File: config.mk
export PLATFORM = sky130hd
export DESIGN_NAME = gcd_host
export DESIGN_NICKNAME = d
export VERILOG_FILES = /design/src/rtl/gcd_host.sv
export SDC_FILE = /design/constraint.sdc
export NUM_CORES = 1
export LEC_CHECK = 0
export CORE_MARGIN = 5
export CORE_UTILIZATION = 53
export DETAILED_ROUTE_END_ITERATION = 10
export HOLD_SLACK_MARGIN = 0.15
export PLACE_DENSITY = 0.75
export SYNTH_ARGS = -nofsm -noshare
export SYNTH_HDL_FRONTEND = slang
export SYNTH_SLANG_ARGS = --single-unit
File: constraint.sdc
create_clock -name clk -period 10.2 [get_ports clk]
set_clock_uncertainty 0.15 [all_clocks]
set_input_delay 1.02 -clock clk [delete_from_list [all_inputs] [get_ports clk]]
set_output_delay 1.02 -clock clk [all_outputs]
set_load 0.005 [all_outputs]
File: src/rtl/gcd_host.sv
// Request-queueing host for an external iterative GCD core: buffers operand
// pairs, short-circuits zero operands, sequences the core and returns results.
module gcd_host #(
  parameter int WIDTH   = 16,
  parameter int DEPTH   = 4,
  parameter int TIMEOUT = 70000
) (
  input  logic             clk,
  input  logic             rst,
  input  logic             in_valid,
  output logic             in_ready,
  input  logic [WIDTH-1:0] in_a,
  input  logic [WIDTH-1:0] in_b,
  output logic             out_valid,
  input  logic             out_ready,
  output logic [WIDTH-1:0] out_gcd,
  output logic             out_err,
  output logic             gcd_clr,
  output logic             gcd_start,
  output logic [WIDTH-1:0] gcd_data,
  input  logic             gcd_done,
  input  logic [WIDTH-1:0] gcd_result
);

  localparam int AW = $clog2(DEPTH);
  localparam int CW = $clog2(TIMEOUT + 1);
  localparam logic [CW-1:0] CNT_LAST = CW'(TIMEOUT - 1);
  localparam logic [AW:0]   CNT_FULL = (AW + 1)'(DEPTH);

  typedef enum logic [2:0] {
    IDLE   = 3'd0,
    CLEAR  = 3'd1,
    LOAD_A = 3'd2,
    LOAD_B = 3'd3,
    WAIT   = 3'd4,
    RESP   = 3'd5
  } state_t;

  state_t state_q, state_d;

  logic [2*WIDTH-1:0] mem_q [DEPTH];
  logic [AW-1:0]      wr_ptr_q, wr_ptr_d;
  logic [AW-1:0]      rd_ptr_q, rd_ptr_d;
  logic [AW:0]        count_q, count_d;
  logic               in_ready_q, in_ready_d;

  logic [CW-1:0]      cnt_q, cnt_d;
  logic [WIDTH-1:0]   a_q, a_d, b_q, b_d;
  logic [WIDTH-1:0]   gcd_q, gcd_d;
  logic               err_q, err_d;
  logic               valid_q, valid_d;
  logic               clr_q, clr_d;
  logic               start_q, start_d;
  logic [WIDTH-1:0]   data_q, data_d;

  logic               push_s, pop_s;
  logic [WIDTH-1:0]   head_a_s, head_b_s;

  assign push_s   = in_valid && in_ready_q;
  assign pop_s    = (state_q == IDLE) && (count_q != '0);
  assign head_a_s = mem_q[rd_ptr_q][2*WIDTH-1:WIDTH];
  assign head_b_s = mem_q[rd_ptr_q][WIDTH-1:0];

  assign in_ready  = in_ready_q;
  assign out_valid = valid_q;
  assign out_gcd   = gcd_q;
  assign out_err   = err_q;
  assign gcd_clr   = clr_q;
  assign gcd_start = start_q;
  assign gcd_data  = data_q;

  // FIFO storage; contents are don't-care while empty, so no reset needed.
  always_ff @(posedge clk) begin
    if (push_s) begin
      mem_q[wr_ptr_q] <= {in_a, in_b};
    end
  end

  always_comb begin
    wr_ptr_d   = wr_ptr_q;
    rd_ptr_d   = rd_ptr_q;
    count_d    = count_q;
    if (push_s) begin
      wr_ptr_d = wr_ptr_q + {{(AW-1){1'b0}}, 1'b1};
    end else begin
      wr_ptr_d = wr_ptr_q;
    end
    if (pop_s) begin
      rd_ptr_d = rd_ptr_q + {{(AW-1){1'b0}}, 1'b1};
    end else begin
      rd_ptr_d = rd_ptr_q;
    end
    case ({push_s, pop_s})
      2'b10:   count_d = count_q + {{AW{1'b0}}, 1'b1};
      2'b01:   count_d = count_q - {{AW{1'b0}}, 1'b1};
      default: count_d = count_q;
    endcase
    in_ready_d = (count_d != CNT_FULL);
  end

  // Sequencer; all visible outputs are derived from the next state and registered.
  always_comb begin
    state_d = state_q;
    cnt_d   = cnt_q;
    a_d     = a_q;
    b_d     = b_q;
    gcd_d   = gcd_q;
    err_d   = err_q;
    case (state_q)
      IDLE: begin
        if (pop_s) begin
          a_d = head_a_s;
          b_d = head_b_s;
          if ((head_a_s == '0) && (head_b_s == '0)) begin
            gcd_d   = '0;
            err_d   = 1'b1;
            state_d = RESP;
          end else if (head_a_s == '0) begin
            gcd_d   = head_b_s;
            err_d   = 1'b0;
            state_d = RESP;
          end else if (head_b_s == '0) begin
            gcd_d   = head_a_s;
            err_d   = 1'b0;
            state_d = RESP;
          end else begin
            state_d = CLEAR;
          end
        end else begin
          state_d = IDLE;
        end
      end
      CLEAR:  state_d = LOAD_A;
      LOAD_A: state_d = LOAD_B;
      LOAD_B: begin
        cnt_d   = '0;
        state_d = WAIT;
      end
      WAIT: begin
        // A done arriving on the timeout cycle still counts as a valid result.
        if (gcd_done) begin
          gcd_d   = gcd_result;
          err_d   = 1'b0;
          state_d = RESP;
        end else if (cnt_q == CNT_LAST) begin
          gcd_d   = '0;
          err_d   = 1'b1;
          state_d = RESP;
        end else begin
          cnt_d   = cnt_q + {{(CW-1){1'b0}}, 1'b1};
        end
      end
      RESP: begin
        if (out_ready) begin
          state_d = IDLE;
        end else begin
          state_d = RESP;
        end
      end
      default: state_d = IDLE;
    endcase

    valid_d = (state_d == RESP);
    clr_d   = (state_d == CLEAR);
    start_d = (state_d == LOAD_A);
    if (state_d == LOAD_A) begin
      data_d = a_d;
    end else if (state_d == LOAD_B) begin
      data_d = b_d;
    end else begin
      data_d = '0;
    end
  end

  // State, pointer and output registers.
  always_ff @(posedge clk or posedge rst) begin
    if (rst) begin
      state_q    <= IDLE;
      wr_ptr_q   <= '0;
      rd_ptr_q   <= '0;
      count_q    <= '0;
      in_ready_q <= 1'b0;
      cnt_q      <= '0;
      a_q        <= '0;
      b_q        <= '0;
      gcd_q      <= '0;
      err_q      <= 1'b0;
      valid_q    <= 1'b0;
      clr_q      <= 1'b0;
      start_q    <= 1'b0;
      data_q     <= '0;
    end else begin
      state_q    <= state_d;
      wr_ptr_q   <= wr_ptr_d;
      rd_ptr_q   <= rd_ptr_d;
      count_q    <= count_d;
      in_ready_q <= in_ready_d;
      cnt_q      <= cnt_d;
      a_q        <= a_d;
      b_q        <= b_d;
      gcd_q      <= gcd_d;
      err_q      <= err_d;
      valid_q    <= valid_d;
      clr_q      <= clr_d;
      start_q    <= start_d;
      data_q     <= data_d;
    end
  end

endmodule

==> key figures, run 1 <==
GRT
  • Total gr overflow: 0
  • First-pass GRT wire length: 30100 um
  • Largest net degree at the start of global routing: 73
  • Antenna violations before repair: 0
  • Gr usage total: 19.4%
  • Number of global-route vias before repair: 5273

Detailed routing
  • WL met3: 1300 um
  • DR WL/cell: 21.3 um
  • Remaining DRCs: 0
  • Post-Route WL: 18900 um
  • Vias per inst: 5.74
  • Top Layer Used: met4
  • DRT met1 WL: 8350 um
  • Antenna viol nets, final: 0
  • Vias after detailed routing: 5092
  • DR iter-0 viols: 311
  • Pre-antenna DRT Iters: 5
  • Met2 WL: 8860 um

Final layout
  • Cell area after layout: 0.0108 mm^2
  • Layout cells sized above 1: 19.6%
  • Antenna Cells: 0
  • Most frequent cells in the layout: edfxtp_1 (128), dfrtp_1 (95), clkdlybuf4s50_1 (89)
  • Layout area overhead: 20.5%
  • Commonest non-fill, non-tap cell in the layout: edfxtp_1
  • Nets: 710
  • Final std cells w/o fill: 887

Power and ir drop
  • Power share of the clock group: 25.8%
  • VDD IR-drop max: 0.146 mV
  • Switching Fraction: 30.2%
  • Leakage: 4.01 nW
  • Flop pwr share: 42.4%
  • Int Pwr: 0.00223 W
  • NetSw: 0.000965 W
  • Comb pwr share: 31.8%
  • Power per Cell Area: 295 mW/mm^2

Clock network
  • Hold buffers post-CTS: 0
  • CTS tree: yes
  • # resized after CTS: 0
  • Max Root-Sink Buffers: 3
  • Worst skew pair latency: 0.51 ns
  • Clock slew at reported path FFs: 0.06 ns
  • # H-tree levels: 1
  • CTS buffer count: 23
  • CTS root buf: clkbuf_16
  • Postcts setup bufs: 0
  • Clock sink total: 224

Synth
  • Post-synth EDFFs: 128
  • Synth Register Bits: 224
  • Post-Syn Area: 0.00900 mm^2
  • Yosys top cell by area: edfxtp_1
  • Main synth FF type: edfxtp_1
  • Area share of the largest cell type after synthesis: 42.7%
  • Seq/Total Area, Yosys: 69.4%
  • Cells after Synth: 554
  • Top cells by area, synth: edfxtp_1 (43%), dfrtp_1 (27%), mux4_2 (8.0%)
  • Mapped Nets: 614
  • Syn Area/Cell: 16.2 um^2
  • Share of flip-flops with an asynchronous set or reset: 42.9%
  • Yosys Warn Count: 0
  • Synth cell types: 44

Timing
  • Slew Viols, Final: 0
  • Period utilisation layout: 41.7%
  • Setup-failing EPs final: 0
  • Worst Max-Slew Pin Slew: 1.14 ns
  • Final Critical Period: 4.25 ns
  • Final hold violations: 0
  • Slew headroom: 23.7%
  • Maximum clock rate: 0.235 GHz
  • Sum Neg Setup Slack: 0 ns
  • RSZ-0062 raised after global routing: false

Critical path
  • Worst path slowest cell: nand2b_1
  • Critical Path End Type: flop
  • CP Data Arrival Time: 4.49 ns
  • Crit path max fanout: 21
  • CP cell instances: buf_4, mux4_2, nor4_1, nand4_1, a21boi_1, nand2b_1, mux2_2
  • Max stage delay on crit path: 0.80 ns
  • Crit path required time: 10.43 ns
  • Critical Path Source Type: flop
  • Crit Path Class: flop to flop

Floorplan
  • Num ports: 90
  • Die Span X: 140 um
  • Rows: 47
  • Die area: 0.0197 mm^2
  • Die Height: 140 um
  • Starting Density: 54.1%
  • Core box area: 0.0166 mm^2

Placement
  • Area after DPL: 0.0101 mm^2
  • Port bufs: 89
  • Dpl hpwl: 12600 um
  • Routability cong.: 0.798
  • Cells after DPL: 845

Worst hold path
  • Hold crit path type: flop to flop

Run status
  • Outcome: complete, no violations

Flow run
  • Max-Cap Viols: 0
[area by class of cell]
type | instances | area (um^2)
Fill cell | 1150 | 5790
Clock inverter | 6 | 86.3
Tap cell | 220 | 275
Inverter | 8 | 31.3
Multi-Input combinational cell | 294 | 2580
Timing Repair Buffer | 99 | 966
Clock buffer | 36 | 664
Sequential cell | 224 | 6250
[worst max-delay path, delay by kind of cell (launching register included)]
kind / cells / cell delay [ns]
buf+inv: 1 / 0.46
flops: 1 / 0.64
simple gates: 3 / 1.57
compound gates: 1 / 0.29
mux: 2 / 1.01
[sequential cells by signal (all words and copies together) (netlist names)]
signal / count
count_q: 3
cnt_q: 17
mem_q: 128
state_q: 3
out_gcd: 16
wr_ptr_q: 2
in_ready: 1
a_q: 16
out_valid: 1
b_q: 16
gcd_data: 16
out_err: 1
rd_ptr_q: 2
gcd_start: 1
gcd_clr: 1
[cell usage after synthesis (2+ instances only)]
cell        n
edfxtp_1  128
nor4_1     15
mux2_4     10
buf_4       2
and4_1      2
xor2_1      4
dfrtp_1    96
o21ai_0    14
nor2b_1     3
a22oi_1    16
a21oi_1    22
nand4_1     3
nand2_1    30
nor4b_1     2
and3_1      7
buf_2       4
nor3_1      6
mux2_2     39
inv_1       8
nand2b_1    4
xnor2_1    13
ha_1        6
nor2_1     35
buf_6       3
o21ai_1    10
mux4_2     32
a31o_2      3
nand3_1     4
clkbuf_1   18
[kinds of logic after synthesis]
kind of cell / count (synthesis) / synth area share, %
flip-flops: 224 / 69.4
AND/OR/NAND/NOR: 116 / 6.30
multiplexers: 83 / 14.8
AO/OA/AOI/OAI: 71 / 4.78
buffers and inverters: 36 / 2.02
XOR/XNOR: 17 / 1.65
adder cells (fa/ha/maj): 7 / 1.06
[routing by layer]
metal | up-vias | GRT usage [%]
li1 | 2302 | -
met1 | 2580 | 27.9
met3 | 31 | 4.67
met4 | 0 | 4.28
met2 | 179 | 30.8
met5 | - | 0
[path summary, 6_finish.rpt]
path	startpoint	endpoint	slack, ns	depth (start not counted)
worst max-delay path	rd_ptr_q[0]	out_gcd[10]	5.95	7
worst min-delay path	a_q[13]	a_q[13]	0.36	1
worst max register to register	rd_ptr_q[0]	out_gcd[10]	5.95	7
worst min register to register	a_q[13]	a_q[13]	0.36	1
max in group asynchronous	rst	a_q[15]	7.97	3
min in group asynchronous	rst	b_q[13]	0.68	2
[through the flow]
| stage | setup WS, ns | hold slack [ns] | power, W | util, % |
|---|---|---|---|---|
| 6_report | 5.95 | 0.358 | 0.00320 | 65.2 |
| 5_1_grt | 5.67 | 0.370 | 0.00337 | 65.2 |
| 4_1_cts | 5.92 | 0.362 | 0.00322 | 65.2 |
| 3_5_place_dp | 5.95 | 0.347 | 0.00239 | 60.7 |
| 3_3_place_gp | 5.98 | 0.327 | 0.00235 | 60.7 |
| 2_1_floorplan | 6.52 | 0.309 | 0.00201 | - |
[power by group through the flow]
stage	Combinational [W]	Clock (W)	Sequential, W
3_3_place_gp	0.000993	0	0.00136
5_1_grt	0.00110	0.000881	0.00138
4_1_cts	0.00103	0.000841	0.00136
6_report	0.00102	0.000825	0.00135
3_5_place_dp	0.00102	0	0.00137
2_1_floorplan	0.000701	0	0.00131
(Power assumes the default switching activity.)
==> run 2: changes to the inputs <==
==> constraint.sdc (replaced) <==
create_clock -name clk -period 3.95 [get_ports clk]
set_clock_uncertainty 0.15 [all_clocks]
set_input_delay 0.395 -clock clk [delete_from_list [all_inputs] [get_ports clk]]
set_output_delay 0.395 -clock clk [all_outputs]
set_load 0.005 [all_outputs]
==> run 2 against run 1 <==
Against the previous run: sequential power rose to 2.6 times the previous value; critical endpoint unchanged; register-to-register slack got worse by 5.4 ns; flip-flop and latch count unchanged; first-iteration DRC count is 1.6% lower; combinational power grew to 2.6 times the previous value; critical path type unchanged; critical path depth grew 1; design area is essentially flat; largest cell class unchanged; via count decreased by 0.45%; clock-buffer cell count decreased by 3; non-clock buffer count increased by 4; sequential share of layout area is 0.054 points higher; worst hold slack worse by 0.16 ns.
==> key figures, run 2 (same netlist as run 1, synthesis figures left out) <==
Critical path
  • Worst path slowest cell: dfrtp_2
  • Critical Path Source Type: flop
  • Worst reg2reg path startpoint: rd_ptr_q[0]
  • Crit path max fanout: 22
  • Crit Path Class: flop to flop
  • Start point of the critical path: rd_ptr_q[0]
  • CP Data Arrival Time: 3.68 ns
  • Crit path required time: 4.18 ns
  • Max stage delay on crit path: 0.64 ns
  • Critical Path End Type: flop
  • CP cell instances: buf_12, mux4_2, nor4_1, nand4_1, a21boi_1, nand2b_1, buf_4, mux2_2

GRT
  • Total gr overflow: 0
  • First-pass GRT wire length: 30200 um
  • Number of global-route vias before repair: 5324
  • Antenna violations before repair: 0
  • Largest net degree at the start of global routing: 97
  • Gr usage total: 19.5%

Final layout
  • Nets: 714
  • Antenna Cells: 0
  • Cell area after layout: 0.0108 mm^2
  • Layout area overhead: 20.4%
  • Layout cells sized above 1: 20.3%
  • Fill cell count: 1166
  • Commonest non-fill, non-tap cell in the layout: edfxtp_1
  • Regs by FF count: mem_q x128, cnt_q x17
  • Max reg flops: 128
  • Most frequent cells in the layout: edfxtp_1 (128), dfrtp_1 (95), clkdlybuf4s50_1 (89)
  • Top reg by flops: mem_q

Floorplan
  • Die area: 0.0197 mm^2
  • Die Span X: 140 um
  • Die Height: 140 um
  • Starting Density: 54.1%
  • Core box area: 0.0166 mm^2
  • Num ports: 90
  • Rows: 47

Clock network
  • CTS tree: yes
  • Postcts setup bufs: 0
  • Hold buffers post-CTS: 0
  • Max Root-Sink Buffers: 3
  • # resized after CTS: 0
  • Clock sink total: 224
  • # H-tree levels: 1
  • Clock slew at reported path FFs: 0.06 ns
  • Worst skew pair latency: 0.50 ns
  • CTS buffer count: 23
  • CTS root buf: clkbuf_16

Placement
  • Dpl ws: 0.492 ns
  • Routability cong.: 0.845
  • Area after DPL: 0.0102 mm^2
  • Dpl hpwl: 12900 um
  • Port bufs: 89

Detailed routing
  • Post-Route WL: 19000 um
  • Antenna viol nets, final: 0
  • Vias per inst: 5.69
  • DR WL/cell: 21.3 um
  • DR iter-0 viols: 306
  • Remaining DRCs: 0
  • Pre-antenna DRT Iters: 4
  • Vias after detailed routing: 5069

Power and ir drop
  • Pwr Total: 0.00815 W
  • Power per Cell Area: 752 mW/mm^2
  • VDD IR-drop max: 0.411 mV
  • Leakage: 4.00 nW

Timing
  • RSZ-0062 raised after global routing: false
  • Period utilisation layout: 87.4%
  • Final Critical Period: 3.45 ns
  • Post-route setup slack: 0.498 ns
  • Setup-failing EPs final: 0
  • Final hold violations: 0
  • Worst Max-Slew Pin Slew: 0.893 ns
  • Slew headroom: 39.6%
  • Slew Viols, Final: 0
  • Maximum clock rate: 0.290 GHz
  • Sum Neg Setup Slack: 0 ns

Worst hold path
  • Hold crit path type: input pin to async pin

Run status
  • Outcome: complete, no violations

Flow run
  • Max-Cap Viols: 0
==> run 2: worst paths after layout <==
check	cells after the start	end	slack [ns]
max reg2reg	8	out_gcd[10]	0.50
min	3	gcd_data[11]	0.20
max	8	out_gcd[10]	0.50
min reg2reg	1	count_q[2]	0.36
min in group clk	1	count_q[2]	0.36
max in group asynchronous	3	cnt_q[6]	3.04
==> run 2: through the flow <==
step                      utilization (%)  hold slack [ns]  std cells
after floorplan                         -            0.309        554
after global placement               61.0            0.325        849
after detailed placement             61.0            0.347        849
after CTS                            65.1            0.219        891
after global routing                 65.1            0.265        891
final                                65.1            0.199        891
==> run 2: power by group <==
part	internal, W	switching [W]	total [W]	leakage (nW)
combinational	0.00135	0.00135	0.00270	1.30
clock	0.00112	0.000849	0.00197	0.333
sequential	0.00315	0.000325	0.00348	2.37
total	0.00563	0.00252	0.00815	4.00
==> run 2: final cells by class <==
type | instances | area [um^2] | share of cell area (%)
sequential | 224 | 6250 | 57.6
multi-input combinational | 294 | 2580 | 23.8
timing repair buffer | 103 | 1020 | 9.42
clock buffer | 33 | 633 | 5.84
tap | 220 | 275 | 2.54
clock inverter | 9 | 52.6 | 0.485
inverter | 8 | 31.3 | 0.289
==> run 2: worst max-delay path, delay by kind of cell, from the launching register on <==
kind,cells,cell delay (ns)
mux,2,0.92
simple gates,3,0.83
flops,1,0.64
buf+inv,2,0.55
compound gates,1,0.22
==> run 2: routing by layer <==
metal / up-vias / global-route usage (%) / share of wire, % / routed length [um]
li1: 2310 / - / - / -
met1: 2551 / 28.0 / 43 / 8110
met2: 177 / 31.1 / 48 / 9170
met3: 31 / 3.68 / 7.0 / 1320
met4: 0 / 5.41 / 2.1 / 398
met5: - / 0 / 0 / 0
